**config.mk**
```make
export PLATFORM = sky130hd
export DESIGN_NAME = pipe_hazard_fwd_unit
export DESIGN_NICKNAME = d
export VERILOG_FILES = /design/src/rtl/pipe_hazard_fwd_unit.sv
export SDC_FILE = /design/constraint.sdc
export NUM_CORES = 1
export LEC_CHECK = 0
export CORE_MARGIN = 1.5
export CORE_UTILIZATION = 53
export CTS_CLUSTER_DIAMETER = 80
export CTS_CLUSTER_SIZE = 12
export DETAILED_ROUTE_END_ITERATION = 7
export PLACE_DENSITY = 0.77
export SLEW_MARGIN = 15
export SYNTH_ARGS = -nofsm -noshare
export SYNTH_HDL_FRONTEND = slang
export SYNTH_SLANG_ARGS = --single-unit
export TNS_END_PERCENT = 30
```
**constraint.sdc**
```tcl
create_clock -name i_clk -period 1.9 [get_ports i_clk]
set_clock_uncertainty 0.05 [all_clocks]
set_input_delay 0.19 -clock i_clk [delete_from_list [all_inputs] [get_ports i_clk]]
set_output_delay 0.19 -clock i_clk [all_outputs]
set_load 0.03 [all_outputs]
```
**src/rtl/pipe_hazard_fwd_unit.sv**
```systemverilog
// Hazard detection and forwarding controller for the in-order MIPS pipeline.
// A DEPTH-entry tag chain follows every instruction after decode (stage 0 = EX,
// stage DEPTH-1 = WB) and drives stalls, bubbles, the IF_ID flush and the EX
// forward selects.
//
// Ports:
//   i_clk, i_rst           clock, synchronous active-low reset
//   i_id_*                 decode-stage instruction fields
//   i_ext_stall            freeze the whole pipeline
//   o_pc_write             PC load enable
//   o_if_id_write          IF_ID load enable
//   o_if_id_flush          squash IF_ID on the next edge
//   o_bubble               select zero controls into ID_EX
//   o_fwd_a / o_fwd_b      EX operand source: 0 = register file, k = stage k result
//   o_stall_cnt, o_flush_cnt  saturating event counters (HAZ_PERF_CNT_EN only)
//
// Optional feature macro: HAZ_PERF_CNT_EN
module pipe_hazard_fwd_unit #(
  parameter int unsigned REG_AW     = 5,
  parameter int unsigned DEPTH      = 3,
  parameter int unsigned LOAD_READY = 2,
  localparam int unsigned FW_W      = $clog2(DEPTH)
) (
  input  logic              i_clk,
  input  logic              i_rst,
  input  logic              i_id_valid,
  input  logic [REG_AW-1:0] i_id_rs,
  input  logic [REG_AW-1:0] i_id_rt,
  input  logic              i_id_rs_used,
  input  logic              i_id_rt_used,
  input  logic [REG_AW-1:0] i_id_rd,
  input  logic              i_id_reg_write,
  input  logic              i_id_mem_read,
  input  logic              i_id_branch,
  input  logic              i_id_taken,
  input  logic              i_ext_stall,
  output logic              o_pc_write,
  output logic              o_if_id_write,
  output logic              o_if_id_flush,
  output logic              o_bubble,
  output logic [FW_W-1:0]   o_fwd_a,
  output logic [FW_W-1:0]   o_fwd_b
`ifdef HAZ_PERF_CNT_EN
  ,
  output logic [15:0]       o_stall_cnt,
  output logic [15:0]       o_flush_cnt
`endif
);

  // Tag chain, bit/element k = stage k
  logic [DEPTH-1:0]             r_valid;
  logic [DEPTH-1:0][REG_AW-1:0] r_rd;
  logic [DEPTH-1:0]             r_wr;
  logic [DEPTH-1:0]             r_mr;
  // Stage 0 source operands, needed for the forward selects
  logic [REG_AW-1:0]            r_rs;
  logic [REG_AW-1:0]            r_rt;
  logic                         r_rs_used;
  logic                         r_rt_used;

  logic [DEPTH-1:0] w_id_rs_hit;  // writer at stage k matches decode rs
  logic [DEPTH-1:0] w_id_rt_hit;
  logic [DEPTH-1:0] w_early;      // a load at stage k cannot yet be forwarded to the consumer
  logic [DEPTH-1:0] w_ex_a_hit;   // forwardable writer at stage k for stage 0 rs
  logic [DEPTH-1:0] w_ex_b_hit;
  logic             w_load_use;
  logic             w_branch_haz;
  logic             w_stall;
  logic [FW_W-1:0]  w_fwd_a;
  logic [FW_W-1:0]  w_fwd_b;

  always_comb begin
    w_id_rs_hit = '0;
    w_id_rt_hit = '0;
    w_early     = '0;
    w_ex_a_hit  = '0;
    w_ex_b_hit  = '0;
    for (int unsigned k = 0; k < DEPTH; k++) begin
      w_id_rs_hit[k] = r_valid[k] && r_wr[k] && (r_rd[k] == i_id_rs) &&
                       (i_id_rs != '0) && i_id_rs_used;
      w_id_rt_hit[k] = r_valid[k] && r_wr[k] && (r_rd[k] == i_id_rt) &&
                       (i_id_rt != '0) && i_id_rt_used;
      w_early[k]     = (k + 1 < LOAD_READY);
      // Loads below LOAD_READY are skipped: the load-use stall keeps consumers away
      w_ex_a_hit[k]  = r_valid[k] && r_wr[k] && (r_rd[k] == r_rs) && (r_rs != '0) &&
                       !(r_mr[k] && (k < LOAD_READY));
      w_ex_b_hit[k]  = r_valid[k] && r_wr[k] && (r_rd[k] == r_rt) && (r_rt != '0) &&
                       !(r_mr[k] && (k < LOAD_READY));
    end
    w_load_use   = |((w_id_rs_hit | w_id_rt_hit) & r_mr & w_early);
    // No forwarding into ID, so a branch waits for every in-flight producer
    w_branch_haz = i_id_branch && |(w_id_rs_hit | w_id_rt_hit);
    w_stall      = i_id_valid && (w_load_use || w_branch_haz);
  end

  // Descending scan so the youngest (smallest k) producer is the last one written
  always_comb begin
    w_fwd_a = '0;
    w_fwd_b = '0;
    for (int unsigned k = DEPTH - 1; k >= 1; k--) begin
      if (r_valid[0] && r_rs_used && w_ex_a_hit[k]) w_fwd_a = FW_W'(k);
      if (r_valid[0] && r_rt_used && w_ex_b_hit[k]) w_fwd_b = FW_W'(k);
    end
  end

  always_comb begin
    o_pc_write    = 1'b1;
    o_if_id_write = 1'b1;
    o_if_id_flush = 1'b0;
    o_bubble      = 1'b0;
    o_fwd_a       = '0;
    o_fwd_b       = '0;
    if (i_rst) begin
      o_fwd_a = w_fwd_a;
      o_fwd_b = w_fwd_b;
      if (i_ext_stall) begin
        o_pc_write    = 1'b0;
        o_if_id_write = 1'b0;
      end else if (w_stall) begin
        o_pc_write    = 1'b0;
        o_if_id_write = 1'b0;
        o_bubble      = 1'b1;
      end
      o_if_id_flush = i_id_valid && i_id_branch && i_id_taken && !w_stall && !i_ext_stall;
    end
  end

  always_ff @(posedge i_clk) begin
    if (!i_rst) begin
      r_valid   <= '0;
      r_rd      <= '0;
      r_wr      <= '0;
      r_mr      <= '0;
      r_rs      <= '0;
      r_rt      <= '0;
      r_rs_used <= 1'b0;
      r_rt_used <= 1'b0;
    end else if (!i_ext_stall) begin
      r_valid   <= {r_valid[DEPTH-2:0], i_id_valid && !w_stall};
      r_rd      <= {r_rd[DEPTH-2:0], i_id_rd};
      r_wr      <= {r_wr[DEPTH-2:0], i_id_reg_write};
      r_mr      <= {r_mr[DEPTH-2:0], i_id_mem_read};
      r_rs      <= i_id_rs;
      r_rt      <= i_id_rt;
      r_rs_used <= i_id_rs_used;
      r_rt_used <= i_id_rt_used;
    end
  end

`ifdef HAZ_PERF_CNT_EN
  logic [15:0] r_stall_cnt;
  logic [15:0] r_flush_cnt;

  always_ff @(posedge i_clk) begin
    if (!i_rst) begin
      r_stall_cnt <= '0;
      r_flush_cnt <= '0;
    end else begin
      if (w_stall && !i_ext_stall && (r_stall_cnt != 16'hFFFF)) r_stall_cnt <= r_stall_cnt + 16'd1;
      if (o_if_id_flush && (r_flush_cnt != 16'hFFFF)) r_flush_cnt <= r_flush_cnt + 16'd1;
    end
  end

  assign o_stall_cnt = r_stall_cnt;
  assign o_flush_cnt = r_flush_cnt;
`endif

endmodule

```
==> results.md, run 1 <==
- Failing checks: negative setup slack
- Seq/Total Area, Yosys: roughly a third
- Max-Cap Viols: 0
- Vias: 1706
- Hold Crit Depth: 3
- Final instance area: 2850 sq um
- Seq cells post-synth: 35
- Routed vias/inst: 5.20
- Synth Cell Area: 2090 sq um
- Hold_sp: i_ext_stall
- Hold_buf cts: 0
- Yosys warns: 0
- CTS tree: built
- DP HPWL: 3710 microns
- DIE HEIGHT: 65.8 microns
- WHS: between 300 and 400 ps
- Synth Net Count: 249
- Antenna Nets Post-Route: 0
- Seq pwr share: 48.6%
- CTS clk-pin slew, worst paths: 60 ps
- Comb power frac: 20.4%
- Crit Path Max Fanout: 4
- First-pass GRT wire length: about 8000 microns
- Die area: about 4300 sq um
- Static Leakage: 0.00123 uW
- Wire length per cell: 15.4 microns
- Part of the cycle the worst path needs: 116%
- Die Wd: 65.8 microns
- Slowest CP cell: dlygate4sd2_1
- Final Wtd Congestion: just under 0.9
- Post-DP Area: 2630 sq um
- Initial antenna violation count: 0
- Tot Pwr: between 1500 and 2000 uW
- Num CTS Buffers: 5
- Share of layout cells above drive strength 1: 31.4%
- Ports: 33
- GRT overflow: 0
- CP Class: in2out
- FMAX: about 450 MHz
- Clock Sinks: 35
- Layout area overhead: 36.1%
- H-tree Lvls: 2
- Worst path most repeated cell: buf_4
- Inserted Diodes: 0
- Slew @ Worst Pin: 351 ps
- Root buf cell: clkbuf_8
- Most common cell after layout, fill and taps aside: buf_4
- Vias in the first global route: roughly 1700
- Routed wire length: slightly above 5000 microns
- Worst setup margin: -306 ps
- Nets@finish: 304
- Filler cells: 269
- Reg2reg start: r_rd[10]$_SDFFE_PN0N_
- Synth cell types: 25
- Core area: 3720 sq um
- Clock Path Buffers: 2
- Final Setup Violations: 8
- Final hold vios: 0
- Min cycle time layout: roughly 2200 ps
- Startpoint Class: input port
- Endpoint of the worst hold-timing path: r_rd[0]$_SDFFE_PN0N_
- Peak supply drop: roughly 0.00045 V
- R2R cell count: 6
- Status: finished with violations
- Post-synthesis cell count: ~220
- Switch share: 26.9%
- CP Data Required Time: about 1700 ps
- Starting density of the core: 56.3%
- Post-synthesis area per instance: approximately 9.3 sq um
- Row count: 22
- Power share of the clock group: between 30% and 40%
- Bufs and invs on worst path: 4
- Reg2reg end: r_valid[0]$_SDFFE_PN0N_
- CP endpoint kind: output port
- Starting DRC count in detailed routing: 82
- Worst path top cell family by delay: buffers and inverters
- Crit path DAT: 1970 ps
- Drt drc: 0
- I/O Buffers: 32
- Final max-slew violation count: 0
- Crit-path cells: dlygate4sd2_1 -> buf_4 -> xor2_1 -> nor4_1 -> nand3_1 -> a31oi_1 -> a31oi_2 -> buf_4 -> nor3_4 -> buf_6
- Sw power: between 400 and 500 uW
- Max-slew headroom: between 70 and 80%
- Pre-antenna DRT Iters: 6
- Place WS: -449 ps
- Most frequent cells in the layout: buf_4 (42), mux2i_1 (34), nor2b_1 (34)
- Int Power: 1210 uW
- Worst hold path type: in2reg
- Largest net degree at the start of global routing: 40
- GRT Total Usage: 25.3%
- Reg-to-reg setup timing slack: about 280 ps
- RSZ-0062 raised after global routing: true
- Critical path's largest stage delay: roughly 270 ps
- PD cells: 582 nW/um^2
- Clock latency on the worst-skew pair: 280 ps
synthesized netlist by cell type:
| library cell | n | area share, % |
|---|---|---|
| mux2i_1 | 34 | 16 |
| a31oi_1 | 1 | 0.30 |
| nor3_1 | 2 | 0.48 |
| nor4_1 | 10 | 3.0 |
| nand2_2 | 1 | 0.30 |
| nand4_1 | 3 | 0.90 |
| a31oi_2 | 1 | 0.60 |
| or4_1 | 5 | 1.8 |
| dfxtp_1 | 35 | 33 |
| nand3_1 | 9 | 2.2 |
| buf_4 | 1 | 0.36 |
| a2bb2oi_1 | 1 | 0.42 |
| clkbuf_1 | 10 | 1.8 |
| a32o_1 | 1 | 0.48 |
| and2_1 | 2 | 0.60 |
| o211ai_1 | 1 | 0.36 |
| and4b_1 | 1 | 0.48 |
| xnor2_1 | 22 | 9.2 |
| nor2_1 | 2 | 0.36 |
| xor2_1 | 28 | 12 |
| and4_1 | 1 | 0.42 |
| buf_2 | 13 | 3.1 |
| o21ai_1 | 3 | 0.72 |
| nand2_1 | 3 | 0.54 |
| nor2b_1 | 34 | 10 |
per-layer routing:
| metal | track usage, % | vias up | routed length, microns | share of wire, % |
|---|---|---|---|---|
| li1 | - | 865 | - | - |
| met1 | 30.1 | 803 | 2290 | 45 |
| met2 | 44.6 | 29 | 2560 | 51 |
| met3 | 6.47 | 9 | 128 | 2.5 |
| met4 | 7.29 | 0 | 78 | 1.5 |
| met5 | 0 | - | 0 | 0 |
stage by stage:
stage          cells  TNS [ps]  util [%]
3_5_place_dp     316     -2130      70.8
4_1_cts          325     -1320      74.2
3_3_place_gp     316     -2150      70.8
6_report         328     -1530      76.6
2_1_floorplan    224      -359         -
5_1_grt          328     -2290      76.6
layout make-up:
class                           instances  area [sq um]  share of cell area (%)
Clock buffer                            7          76.3                    2.68
Clock inverter                          1          5.00                   0.176
Multi-Input combinational cell        165          1370                    48.2
Sequential cell                        35           729                    25.6
Tap cell                               48          60.1                    2.11
Timing Repair Buffer                   72           606                    21.3
logic make-up after synthesis:
logic type             Yosys count  synth area share, %
flip-flops                      35                 33.5
AO/OA/AOI/OAI                    8                 2.87
multiplexers                    34                 16.3
buffers and inverters           24                 5.26
XOR/XNOR                        50                 20.9
AND/OR/NAND/NOR                 73                 21.2
how the worst max path moves through the flow:
| stage | startpoint | to | cells after the start | slack (ps) |
|---|---|---|---|---|
| global placement | i_id_rs[3] | o_if_id_flush | 7 | -470 |
| global route | r_rd[2]$_SDFFE_PN0N_ | o_bubble | 8 | -410 |
| finish | i_id_rs[1] | o_bubble | 10 | -310 |
| detailed placement | i_id_rs[3] | o_pc_write | 7 | -450 |
| floorplan | r_rd[14]$_SDFFE_PN0N_ | o_fwd_b[1] | 5 | -180 |
| CTS | r_rd[10]$_SDFFE_PN0N_ | o_bubble | 8 | -250 |
worst min-delay path, stage by stage:
cell,delay (ps)
buf_2,210
mux2i_1,180
nor2b_1,50
repair_timing:
action	CTS	global route
pin swaps	16	10
cloned	0	0
gates resized for setup	29	20
setup buffers	1	3
setup endpoints to repair	8	8
state kept, by name, indices dropped and copies added (netlist names):
| register | count |
|---|---|
| r_valid | 3 |
| r_wr | 3 |
| r_rs | 5 |
| r_rd | 15 |
| r_rt_used | 1 |
| r_mr | 2 |
| r_rt | 5 |
| r_rs_used | 1 |
power groups by stage:
stage	clock, uW	sequential, uW	combinational (uW)
final	513	806	339
after global routing	562	809	367
after CTS	520	803	323
after detailed placement	0	820	321
after global placement	0	820	315
after floorplan	0	809	193
No activity file was read; power rests on OpenSTA's default activity.
==> run 2: changes to the inputs <==
- CAP_MARGIN: default -> 20
==> results of run 2 <==
Same layout as run 1: the final DEF is identical, and so are final timing and power.
